--- src/rtl/mode_controller_pkg.sv ---
// ============================================================================
// Module   : mode_controller_pkg
// Purpose  : Shared constants and helpers for the mode controller.
// Revision : 1.0 - initial release
// ============================================================================
`default_nettype none

package mode_controller_pkg;

  // o_State value meaning "no active mode, idle animation running";
  // active mode k is encoded as the plain value k (switch index + 1).
  localparam int STATE_INIT = 0;

  // Width of the one-hot segment drive.
  localparam int SEG_OUT_W  = 7;

  // Segment index register width (ring length is at most 7).
  localparam int SEG_IDX_W  = 3;

  function automatic int max2(input int a, input int b);
    return (a > b) ? a : b;
  endfunction

  // Width needed to hold values 0..max_val, never less than one bit.
  function automatic int width_for(input int max_val);
    int w;
    w = $clog2(max_val + 1);
    return (w < 1) ? 1 : w;
  endfunction

endpackage

`default_nettype wire

--- src/rtl/mode_controller_if.sv ---
// ============================================================================
// Module   : mode_controller_if
// Purpose  : Switch input and state/segment output bundle of the controller.
// Revision : 1.0 - initial release
// ============================================================================
`default_nettype none

interface mode_controller_if #(
  parameter int g_NUM_MODES = 3
) ();
  import mode_controller_pkg::*;

  localparam int STATE_W = width_for(g_NUM_MODES);

  logic [g_NUM_MODES:0]   i_Switches;
  logic [STATE_W-1:0]     o_State;
  logic [SEG_OUT_W-1:0]   o_Segments;
  logic                   o_Mode_Change;

  // Master drives the switches and observes the controller.
  modport master (
    output i_Switches,
    input  o_State,
    input  o_Segments,
    input  o_Mode_Change
  );

  // Slave is the controller itself.
  modport slave (
    input  i_Switches,
    output o_State,
    output o_Segments,
    output o_Mode_Change
  );

endinterface

`default_nettype wire

--- src/rtl/mode_controller_edge_detect.sv ---
// ============================================================================
// Module   : mode_controller_edge_detect
// Purpose  : Width-generic input register plus falling-edge (release) vector.
// Revision : 1.0 - initial release
// ============================================================================
`default_nettype none

module mode_controller_edge_detect #(
  parameter int g_WIDTH = 4
) (
  input  wire logic               i_Clk,
  input  wire logic               i_Reset,
  input  wire logic [g_WIDTH-1:0] i_Data,
  output logic      [g_WIDTH-1:0] o_Falling
);

  logic [g_WIDTH-1:0] data_q;

  // Previous-cycle copy; cleared on reset so nothing looks released right after.
  always_ff @(posedge i_Clk) begin
    if (i_Reset) begin
      data_q <= '0;
    end else begin
      data_q <= i_Data;
    end
  end

  assign o_Falling = data_q & ~i_Data;

endmodule

`default_nettype wire

--- src/rtl/mode_controller.sv ---
// ============================================================================
// Module   : mode_controller
// Purpose  : Selects one of g_NUM_MODES modes on switch release, runs a
//            segment animation while idle and returns to idle after a
//            sustained press of the hold switch.
// Revision : 1.0 - initial release
// ============================================================================
`default_nettype none

module mode_controller
  import mode_controller_pkg::*;
#(
  parameter int g_NUM_MODES       = 3,
  parameter int g_NUM_SEGMENTS    = 6,
  parameter int g_ANIMATION_DELAY = 25000000 / 6,
  parameter int g_RESET_DELAY     = 25000000 * 3,
  parameter int g_DIRECT_SWITCH   = 1
) (
  input wire logic          i_Clk,
  input wire logic          i_Reset,
  mode_controller_if.slave  bus
);

  localparam int STATE_W = width_for(g_NUM_MODES);
  localparam int DELAY_W = width_for(max2(g_ANIMATION_DELAY, g_RESET_DELAY));

  logic [STATE_W-1:0]   state_q,  state_d;
  logic [SEG_IDX_W-1:0] seg_q,    seg_d;
  logic [DELAY_W-1:0]   delay_q,  delay_d;
  logic                 change_q, change_d;

  logic [g_NUM_MODES:0] w_falling;
  logic                 w_hold;
  logic                 w_rel_any;
  logic [STATE_W-1:0]   w_rel_mode;
  logic                 w_illegal;

  mode_controller_edge_detect #(
    .g_WIDTH (g_NUM_MODES + 1)
  ) u_edge (
    .i_Clk     (i_Clk),
    .i_Reset   (i_Reset),
    .i_Data    (bus.i_Switches),
    .o_Falling (w_falling)
  );

  assign w_hold = bus.i_Switches[g_NUM_MODES];

  // Lowest-index released mode switch wins; result is the mode number (index+1).
  always_comb begin
    w_rel_any  = 1'b0;
    w_rel_mode = '0;
    for (int n = g_NUM_MODES - 1; n >= 0; n--) begin
      if (w_falling[n]) begin
        w_rel_any  = 1'b1;
        w_rel_mode = STATE_W'(n + 1);
      end
    end
  end

  // Out-of-range state codes only exist when the state width has spare values.
  generate
    if (((1 << STATE_W) - 1) > g_NUM_MODES) begin : g_illegal_check
      assign w_illegal = (state_q > STATE_W'(g_NUM_MODES));
    end else begin : g_no_illegal
      assign w_illegal = 1'b0;
    end
  endgenerate

  // Next-state: idle animation, mode selection, hold-to-return and direct switching.
  always_comb begin
    state_d  = state_q;
    seg_d    = seg_q;
    delay_d  = delay_q;
    change_d = 1'b0;
    if (w_illegal) begin
      state_d  = STATE_W'(STATE_INIT);
      seg_d    = '0;
      delay_d  = '0;
      change_d = 1'b1;
    end else if (state_q == STATE_W'(STATE_INIT)) begin
      if (w_rel_any) begin
        // Segment index freezes; the counter restarts for hold timing.
        state_d  = w_rel_mode;
        delay_d  = '0;
        change_d = 1'b1;
      end else if (delay_q == DELAY_W'(g_ANIMATION_DELAY)) begin
        delay_d = '0;
        seg_d   = (seg_q == SEG_IDX_W'(g_NUM_SEGMENTS - 1)) ? '0 : seg_q + 1'b1;
      end else begin
        delay_d = delay_q + 1'b1;
      end
    end else if (w_hold) begin
      // Hold has priority over any mode release while active.
      if (delay_q == DELAY_W'(g_RESET_DELAY)) begin
        state_d  = STATE_W'(STATE_INIT);
        seg_d    = '0;
        delay_d  = '0;
        change_d = 1'b1;
      end else begin
        delay_d = delay_q + 1'b1;
      end
    end else begin
      delay_d = '0;
      if ((g_DIRECT_SWITCH != 0) && w_rel_any && (w_rel_mode != state_q)) begin
        state_d  = w_rel_mode;
        change_d = 1'b1;
      end
    end
  end

  // State registers with synchronous reset.
  always_ff @(posedge i_Clk) begin
    if (i_Reset) begin
      state_q  <= STATE_W'(STATE_INIT);
      seg_q    <= '0;
      delay_q  <= '0;
      change_q <= 1'b0;
    end else begin
      state_q  <= state_d;
      seg_q    <= seg_d;
      delay_q  <= delay_d;
      change_q <= change_d;
    end
  end

  assign bus.o_State       = state_q;
  assign bus.o_Segments    = SEG_OUT_W'(1) << seg_q;
  assign bus.o_Mode_Change = change_q;

endmodule

`default_nettype wire

--- src/flat_wrapper.sv ---
// flat-port wrapper written by rule: the top's interface ports become plain ports
module mode_controller_flat import mode_controller_pkg::*;
#(
  parameter int g_NUM_MODES       = 3,
  parameter int g_NUM_SEGMENTS    = 6,
  parameter int g_ANIMATION_DELAY = 25000000 / 6,
  parameter int g_RESET_DELAY     = 25000000 * 3,
  parameter int g_DIRECT_SWITCH   = 1
)
  (i_Clk, i_Reset, bus_i_Switches, bus_o_State, bus_o_Segments, bus_o_Mode_Change);
  mode_controller_if #(.g_NUM_MODES(g_NUM_MODES)) bus_i ();
  input wire logic i_Clk;
  input wire logic i_Reset;
  input wire logic [$bits(bus_i.i_Switches)-1:0] bus_i_Switches;
  output wire logic [$bits(bus_i.o_State)-1:0] bus_o_State;
  output wire logic [$bits(bus_i.o_Segments)-1:0] bus_o_Segments;
  output wire logic [$bits(bus_i.o_Mode_Change)-1:0] bus_o_Mode_Change;
  assign bus_i.i_Switches = bus_i_Switches;
  assign bus_o_State = bus_i.o_State;
  assign bus_o_Segments = bus_i.o_Segments;
  assign bus_o_Mode_Change = bus_i.o_Mode_Change;
  mode_controller #(.g_NUM_MODES(g_NUM_MODES), .g_NUM_SEGMENTS(g_NUM_SEGMENTS), .g_ANIMATION_DELAY(g_ANIMATION_DELAY), .g_RESET_DELAY(g_RESET_DELAY), .g_DIRECT_SWITCH(g_DIRECT_SWITCH)) u_core (.i_Clk(i_Clk), .i_Reset(i_Reset), .bus(bus_i));
endmodule
--- config.mk ---
export PLATFORM = sky130hd
export DESIGN_NAME = mode_controller_flat
export DESIGN_NICKNAME = d
export VERILOG_FILES = /design/src/rtl/mode_controller_pkg.sv /design/src/rtl/mode_controller_if.sv /design/src/rtl/mode_controller_edge_detect.sv /design/src/rtl/mode_controller.sv /design/src/flat_wrapper.sv
export SDC_FILE = /design/constraint.sdc
export NUM_CORES = 1
export LEC_CHECK = 0
export BUFFER_PORTS_ARGS = -buffer_cell sky130_fd_sc_hd__buf_2
export CORE_MARGIN = 2
export CORE_UTILIZATION = 34
export CTS_BUF_LIST = sky130_fd_sc_hd__clkbuf_8
export CTS_CLUSTER_DIAMETER = 40
export CTS_CLUSTER_SIZE = 25
export DETAILED_ROUTE_END_ITERATION = 6
export GPL_ROUTABILITY_DRIVEN = 0
export GPL_TIMING_DRIVEN = 0
export SYNTH_ARGS = -nofsm -noshare
export SYNTH_HDL_FRONTEND = slang
export SYNTH_HIERARCHICAL = 1
export SYNTH_SLANG_ARGS = --single-unit
--- constraint.sdc ---
create_clock -name i_Clk -period 3.15 [get_ports i_Clk]
set_input_delay 0 -clock i_Clk [delete_from_list [all_inputs] [get_ports i_Clk]]
set_output_delay 0 -clock i_Clk [all_outputs]
set_load 0.1 [all_outputs]
### Word-level counts from Yosys, hierarchy flattened

Index checks and enable logic that the tools add are counted.

* add/subtract/negate cells: 2
* eq/ne operators: 8
* shifts and indexed selects: 1
* mux-type cells: 27
* bitwise operators: 2
* reduce and logical (&&, ||, !) cells: 7

Operators with widths (count)
* 27-bit two-way mux: 5
* 27-bit by 1-bit adder with 27-bit output (second input constant): 1
* 27-bit by 22-bit equality test with 1-bit output (second input constant): 1
* 27-bit equality test (second input constant): 1
* 3-bit two-way mux: 6
* 2-bit two-way mux: 8
* 1-bit two-way mux: 8
* 1-bit by 3-bit << shifter with 7-bit output (first input constant): 1
* 2-bit inequality test (second input constant): 2
* 4-bit AND reduction: 1
* 2-bit nonzero test: 2
* 3-bit by 1-bit adder with 3-bit output (second input constant): 1
* 3-bit AND: 1
* 3-bit equality test (second input constant): 1
* 3-bit by 1-bit inequality test with 1-bit output (second input constant): 1
* 3-bit NOT: 1
* 3-bit AND reduction: 1
* 3-bit nonzero test: 1
* 2-bit logical NOT: 1
* 2-bit by 1-bit inequality test with 1-bit output (second input constant): 1
* 2-bit inequality test: 1
* 1-bit logical AND: 1

* flip-flop bits (word level): 36
* bits of input ports: 6
* output and inout bits: 10
* logic and storage cells: 52

### Depth between registers and ports, before layout

* depth after elaboration: 10
* gate-level depth with buffers: 9
* depth with buffers taken out: 7

### Hierarchy

The synthesis kept the hierarchy.

Modules (own cells, without submodules)
* mode_controller: instances 1, cells an instance 205, area each 1754.2 um^2, sequential area each 660.6 um^2
* mode_controller_edge_detect: instances 1, cells an instance 12, area each 130.1 um^2, sequential area each 80.1 um^2

### Least setup slack after synthesis

No wires, ideal clock.

* kind: register to register
* start point: register u_core.seg_q[0]
* end point: register u_core.seg_q[2]
* setup time: 121 ps
* arrival time: 2968 ps
* required time: 3029 ps
* path slack: 61 ps
* stages on the path, launching flop included: 5
* buffers on the path: 0
* period minus slack after synthesis: 3089 ps
* cells stage by stage: dfxtp_1 > inv_1 > nor3_1 > nor4_1 > mux2_2

* longest elaborated chain between the ends: 5
* elaborated cells on any way between the ends: 6
* those cells by class: 1 x add/sub; 1 x eq/ne; 4 x mux

RTL lines
* start: declaration: RTL line mode_controller.sv:28 `logic [SEG_IDX_W-1:0] seg_q, seg_d;`
* start signal: assignment: RTL line mode_controller.sv:121 `seg_q <= seg_d;`
* 3-bit by 1-bit adder with 3-bit output / 3-bit equality test (equally long branches): RTL line mode_controller.sv:89 `seg_d = (seg_q == SEG_IDX_W'(g_NUM_SEGMENTS - 1)) ? '0 : seg_q + 1'b1;`
* 3-bit two-way mux *: RTL line mode_controller.sv:89
* 3-bit two-way mux *: RTL line mode_controller.sv:87 `end else if (delay_q == DELAY_W'(g_ANIMATION_DELAY)) begin`
* 3-bit two-way mux *: RTL line mode_controller.sv:82 `if (w_rel_any) begin`
* 3-bit two-way mux *: RTL line mode_controller.sv:81 `end else if (state_q == STATE_W'(STATE_INIT)) begin`

Every way passes the cells marked *; elsewhere a longest branch is shown, timed or not. The select of a mux whose other input is x is not followed.
A chain may end at the register's enable or synchronous reset.

### Worst setup path in the final report

* start point: register u_core.delay_q[0]
* end point: register u_core.delay_q[13]

* longest elaborated chain between the ends: 4
* elaborated cells on any way between the ends: 8
* those cells by class: 1 x add/sub; 2 x eq/ne; 5 x mux

RTL lines
* start: declaration: RTL line mode_controller.sv:29 `logic [DELAY_W-1:0] delay_q, delay_d;`
* start signal: assignment: RTL line mode_controller.sv:122 `delay_q <= delay_d;`
* 27-bit by 1-bit adder with 27-bit output, or another cell as far along: RTL line mode_controller.sv:91, mode_controller.sv:101
* 27-bit two-way mux (on tied branches): RTL line mode_controller.sv:95, mode_controller.sv:87
* 27-bit two-way mux (on tied branches): RTL line mode_controller.sv:93, mode_controller.sv:82
* 27-bit two-way mux *: RTL line mode_controller.sv:81

Every way passes the cells marked *; elsewhere a longest branch is shown, timed or not.

==> impl_results.html <==
<table>
<tr><th>Metric</th><th>Value</th></tr>
<tr><th colspan="2">Synth</th></tr>
<tr><td>Number of cells produced by synthesis</td><td>214</td></tr>
<tr><td>Post-synthesis area per instance</td><td>8.65 um2</td></tr>
<tr><td>Yosys warning total</td><td>6</td></tr>
<tr><td>Synthesized netlist net count</td><td>224</td></tr>
<tr><td>Area of the mapped netlist</td><td>between 0.0015 and 0.002 mm2</td></tr>
<tr><th colspan="2">Detailed routing</th></tr>
<tr><td>Number of vias in the routed layout</td><td>1570</td></tr>
<tr><td>Number of nets still failing antenna checks after routing</td><td>0</td></tr>
<tr><td>Remaining design rule violation count</td><td>0</td></tr>
<tr><td>Initial drt markers</td><td>82</td></tr>
<tr><td>Post-detailed-routing wire length</td><td>about 3.9 mm</td></tr>
<tr><td>Total iterations of the first detailed-routing run</td><td>4</td></tr>
<tr><td>Post-DR wirelength/cell</td><td>~12 um</td></tr>
<tr><td>Ratio of routed vias to standard cells</td><td>5.06</td></tr>
<tr><th colspan="2">Timing</th></tr>
<tr><td>Portion of the clock cycle consumed by the worst path in the final layout</td><td>62.9%</td></tr>
<tr><td>Hold slack</td><td>0.267 ns</td></tr>
<tr><td>Final hold viol count</td><td>0</td></tr>
<tr><td>Number of failing setup endpoints in the final timing report</td><td>0</td></tr>
<tr><td>Unrepaired setup endpoints after global routing</td><td>no</td></tr>
<tr><td>Period minus WS final</td><td>approximately 2.0 ns</td></tr>
<tr><td>Final TNS setup</td><td>0 ns</td></tr>
<tr><td>Pin slew with the least headroom to its limit</td><td>0.776 ns</td></tr>
<tr><td>Pins over their slew limit</td><td>0</td></tr>
<tr><td>Final Worst Setup Slack</td><td>between 1 and 1.5 ns</td></tr>
<tr><td>Slew HR</td><td>between 40% and 50%</td></tr>
<tr><td>Worst Skew</td><td>a little under 0.004 ns</td></tr>
<tr><td>Max Freq</td><td>0.504 GHz</td></tr>
<tr><th colspan="2">Clock network</th></tr>
<tr><td>Clock network latency to the later pin of the worst-skew pair</td><td>0.29 ns</td></tr>
<tr><td>Deepest level of the CTS H-tree</td><td>2</td></tr>
<tr><td>Buffer cell driving the clock tree root</td><td>sky130_fd_sc_hd__clkbuf_8</td></tr>
<tr><td>Clock slew seen by the registers of the worst setup and hold paths</td><td>0.07 ns</td></tr>
<tr><td>CTS tree</td><td>yes</td></tr>
<tr><td>TritonCTS buffer count</td><td>5</td></tr>
<tr><td>Buffer levels on the longest clock path</td><td>2</td></tr>
<tr><td>Number of sinks on the clock net</td><td>36</td></tr>
<tr><th colspan="2">Worst setup path</th></tr>
<tr><td>Number of buffer and inverter instances along the worst setup path</td><td>3</td></tr>
<tr><td>Arrival time worst endpoint</td><td>2.17 ns</td></tr>
<tr><td>Kind of critical path</td><td>flop to flop</td></tr>
<tr><td>Critical Path RT</td><td>3.33 ns</td></tr>
<tr><td>CP Cell Sequence</td><td>inv_1, ha_1, nor4bb_1, nand4_1, a22oi_1, a21o_1, buf_4, buf_4, nor2_1</td></tr>
<tr><td>Critical-path cell with the highest stage delay</td><td>sky130_fd_sc_hd__dfxtp_1</td></tr>
<tr><td>Worst path top cell family by delay</td><td>simple AND/OR/NAND/NOR gates</td></tr>
<tr><td>Crit end category</td><td>flop</td></tr>
<tr><td>Delay contributed by the slowest stage of the critical path</td><td>approximately 0.33 ns</td></tr>
<tr><td>Worst setup SP type</td><td>flop</td></tr>
<tr><td>Largest fanout on the critical path</td><td>10</td></tr>
<tr><td>Critical path's most frequent cell</td><td>sky130_fd_sc_hd__buf_4</td></tr>
<tr><th colspan="2">Global route</th></tr>
<tr><td>Aggregate global routing overflow</td><td>0</td></tr>
<tr><td>Wire length of the first global-routing pass</td><td>approximately 6.7 mm</td></tr>
<tr><td>Total routing resource utilization after global routing</td><td>between 10 and 15%</td></tr>
<tr><td>Via count of the first global-routing pass</td><td>around 1400</td></tr>
<tr><td>Antenna violations before repair</td><td>0</td></tr>
<tr><td>Largest net degree at the start of global routing</td><td>11</td></tr>
<tr><th colspan="2">Final layout</th></tr>
<tr><td>Antenna diode instance count</td><td>0</td></tr>
<tr><td>Share of final-layout standard cells stronger than drive strength 1</td><td>~13%</td></tr>
<tr><td>Area overhead of the layout relative to synthesis</td><td>15.1%</td></tr>
<tr><td>Layout Nets</td><td>250</td></tr>
<tr><th colspan="2">Floorplanning</th></tr>
<tr><td>Y dimension of the die</td><td>77.8 um</td></tr>
<tr><td>Die width</td><td>roughly 78 um</td></tr>
<tr><td>FP Rows</td><td>26</td></tr>
<tr><td>Initial standard-cell utilization of the core</td><td>35.8%</td></tr>
<tr><td>Die Area</td><td>between 0.006 and 0.007 mm2</td></tr>
<tr><td>Number of top-level design ports</td><td>16</td></tr>
<tr><td>Core ar.</td><td>0.00517 mm2</td></tr>
<tr><th colspan="2">Placed design</th></tr>
<tr><td>Pre-CTS worst setup slack</td><td>between 1 and 1.5 ns</td></tr>
<tr><td>Count of buffers inserted at the top-level ports</td><td>15</td></tr>
<tr><td>DP HPWL</td><td>2.78 mm</td></tr>
<tr><th colspan="2">Power</th></tr>
<tr><td>Largest voltage drop on the vdd net</td><td>roughly 0.18 mV</td></tr>
<tr><td>Standby leakage power</td><td>approximately 0.80 nW</td></tr>
<tr><td>Power Dens Cells</td><td>slightly above 400 mW/mm2</td></tr>
<tr><th colspan="2">Outcome</th></tr>
<tr><td>Status</td><td>complete, no violations</td></tr>
<tr><th colspan="2">Job</th></tr>
<tr><td>Max-cap check violation count</td><td>0</td></tr>
<tr><th colspan="2">Worst hold path</th></tr>
<tr><td>Kind of path behind the tightest hold check</td><td>input pin to flop</td></tr>
</table>
-- tightest hold or removal path: cells and delay by family --
kind            cells  cell delay, ns
compound gates      1            0.05
simple gates        2            0.36
buf+inv             1            0.09
-- layout by cell type, fill, tap and decap left out, drive strengths merged, types with 2 or more instances in the layout --
cell type,n
a21o,2
a21oi,7
and2,7
and3,3
and4,10
buf,19
clkbuf,8
dfxtp,36
dlygate4sd3,4
ha,4
inv,8
nand2,10
nand2b,3
nand3,10
nand4,9
nor2,25
nor2b,7
nor3,7
nor4,7
nor4b,3
nor4bb,2
o21a,2
o21ai,10
or3,5
xnor2,6
xor2,15
-- final timing paths --
kind | slack [ns] | depth (start not counted) | from | endpoint
hold reg to reg | 0.46 | 1 | u_core/delay_q[0]$_SDFF_PP0_ | u_core/delay_q[0]$_SDFF_PP0_
setup / recovery | 1.17 | 9 | u_core/delay_q[0]$_SDFF_PP0_ | u_core/delay_q[13]$_SDFF_PP0_
hold / removal | 0.27 | 4 | bus_i_Switches[3] | u_core/bus.o_State[1]$_SDFFE_PP0P_
setup reg to reg | 1.17 | 9 | u_core/delay_q[0]$_SDFF_PP0_ | u_core/delay_q[13]$_SDFF_PP0_
-- stage by stage --
step | instance area (um2) | utilization, % | cells | power [W]
2_1_floorplan | 1850 | - | 214 | 0.000553
3_3_place_gp | 2010 | 38.9 | 299 | 0.000575
3_5_place_dp | 2010 | 38.9 | 299 | 0.000575
4_1_cts | 2130 | 41.2 | 310 | 0.000891
5_1_grt | 2130 | 41.2 | 310 | 0.000918
6_report | 2130 | 41.2 | 310 | 0.000874
-- metal layers --
metal	routed length (um)	track usage [%]	up-vias	share of wire [%]
li1	-	-	823	-
met5	0	0	-	0
met2	1700	20.9	16	44
met3	77	3.26	7	2.0
met4	91	6.43	0	2.4
met1	1990	18.5	724	52
-- power breakdown --
group / total, W / switching, W / internal, W
registers: 0.000472 / 0.00000728 / 0.000465
clock network: 0.000307 / 0.000160 / 0.000147
logic: 0.0000952 / 0.0000626 / 0.0000326
-- cell type report --
type	instances	area, um2
Multi-Input combinational cell	164	1060
Buffer	7	41.3
Clock buffer	5	68.8
Sequential cell	36	721
Tap cell	70	87.6
Inverter	7	26.3
Fill cell	537	3040
Timing Repair Buffer	19	115
Clock inverter	2	8.76
-- state kept, by name, summed over array words and instances, names as in the netlist --
name                      count
u_core/bus.o_State            2
u_core/u_edge/data_q          3
u_core/seg_q                  3
u_core/bus.o_Mode_Change      1
u_core/delay_q               27
-- timing repair --
item                                   4_1_cts  5_1_grt
buffers inserted                             0        0
endpoints found under the hold margin        3        0
hold buffers                                 4        0
gates resized for setup                      0        0
Power figures use the tool's default switching activity.
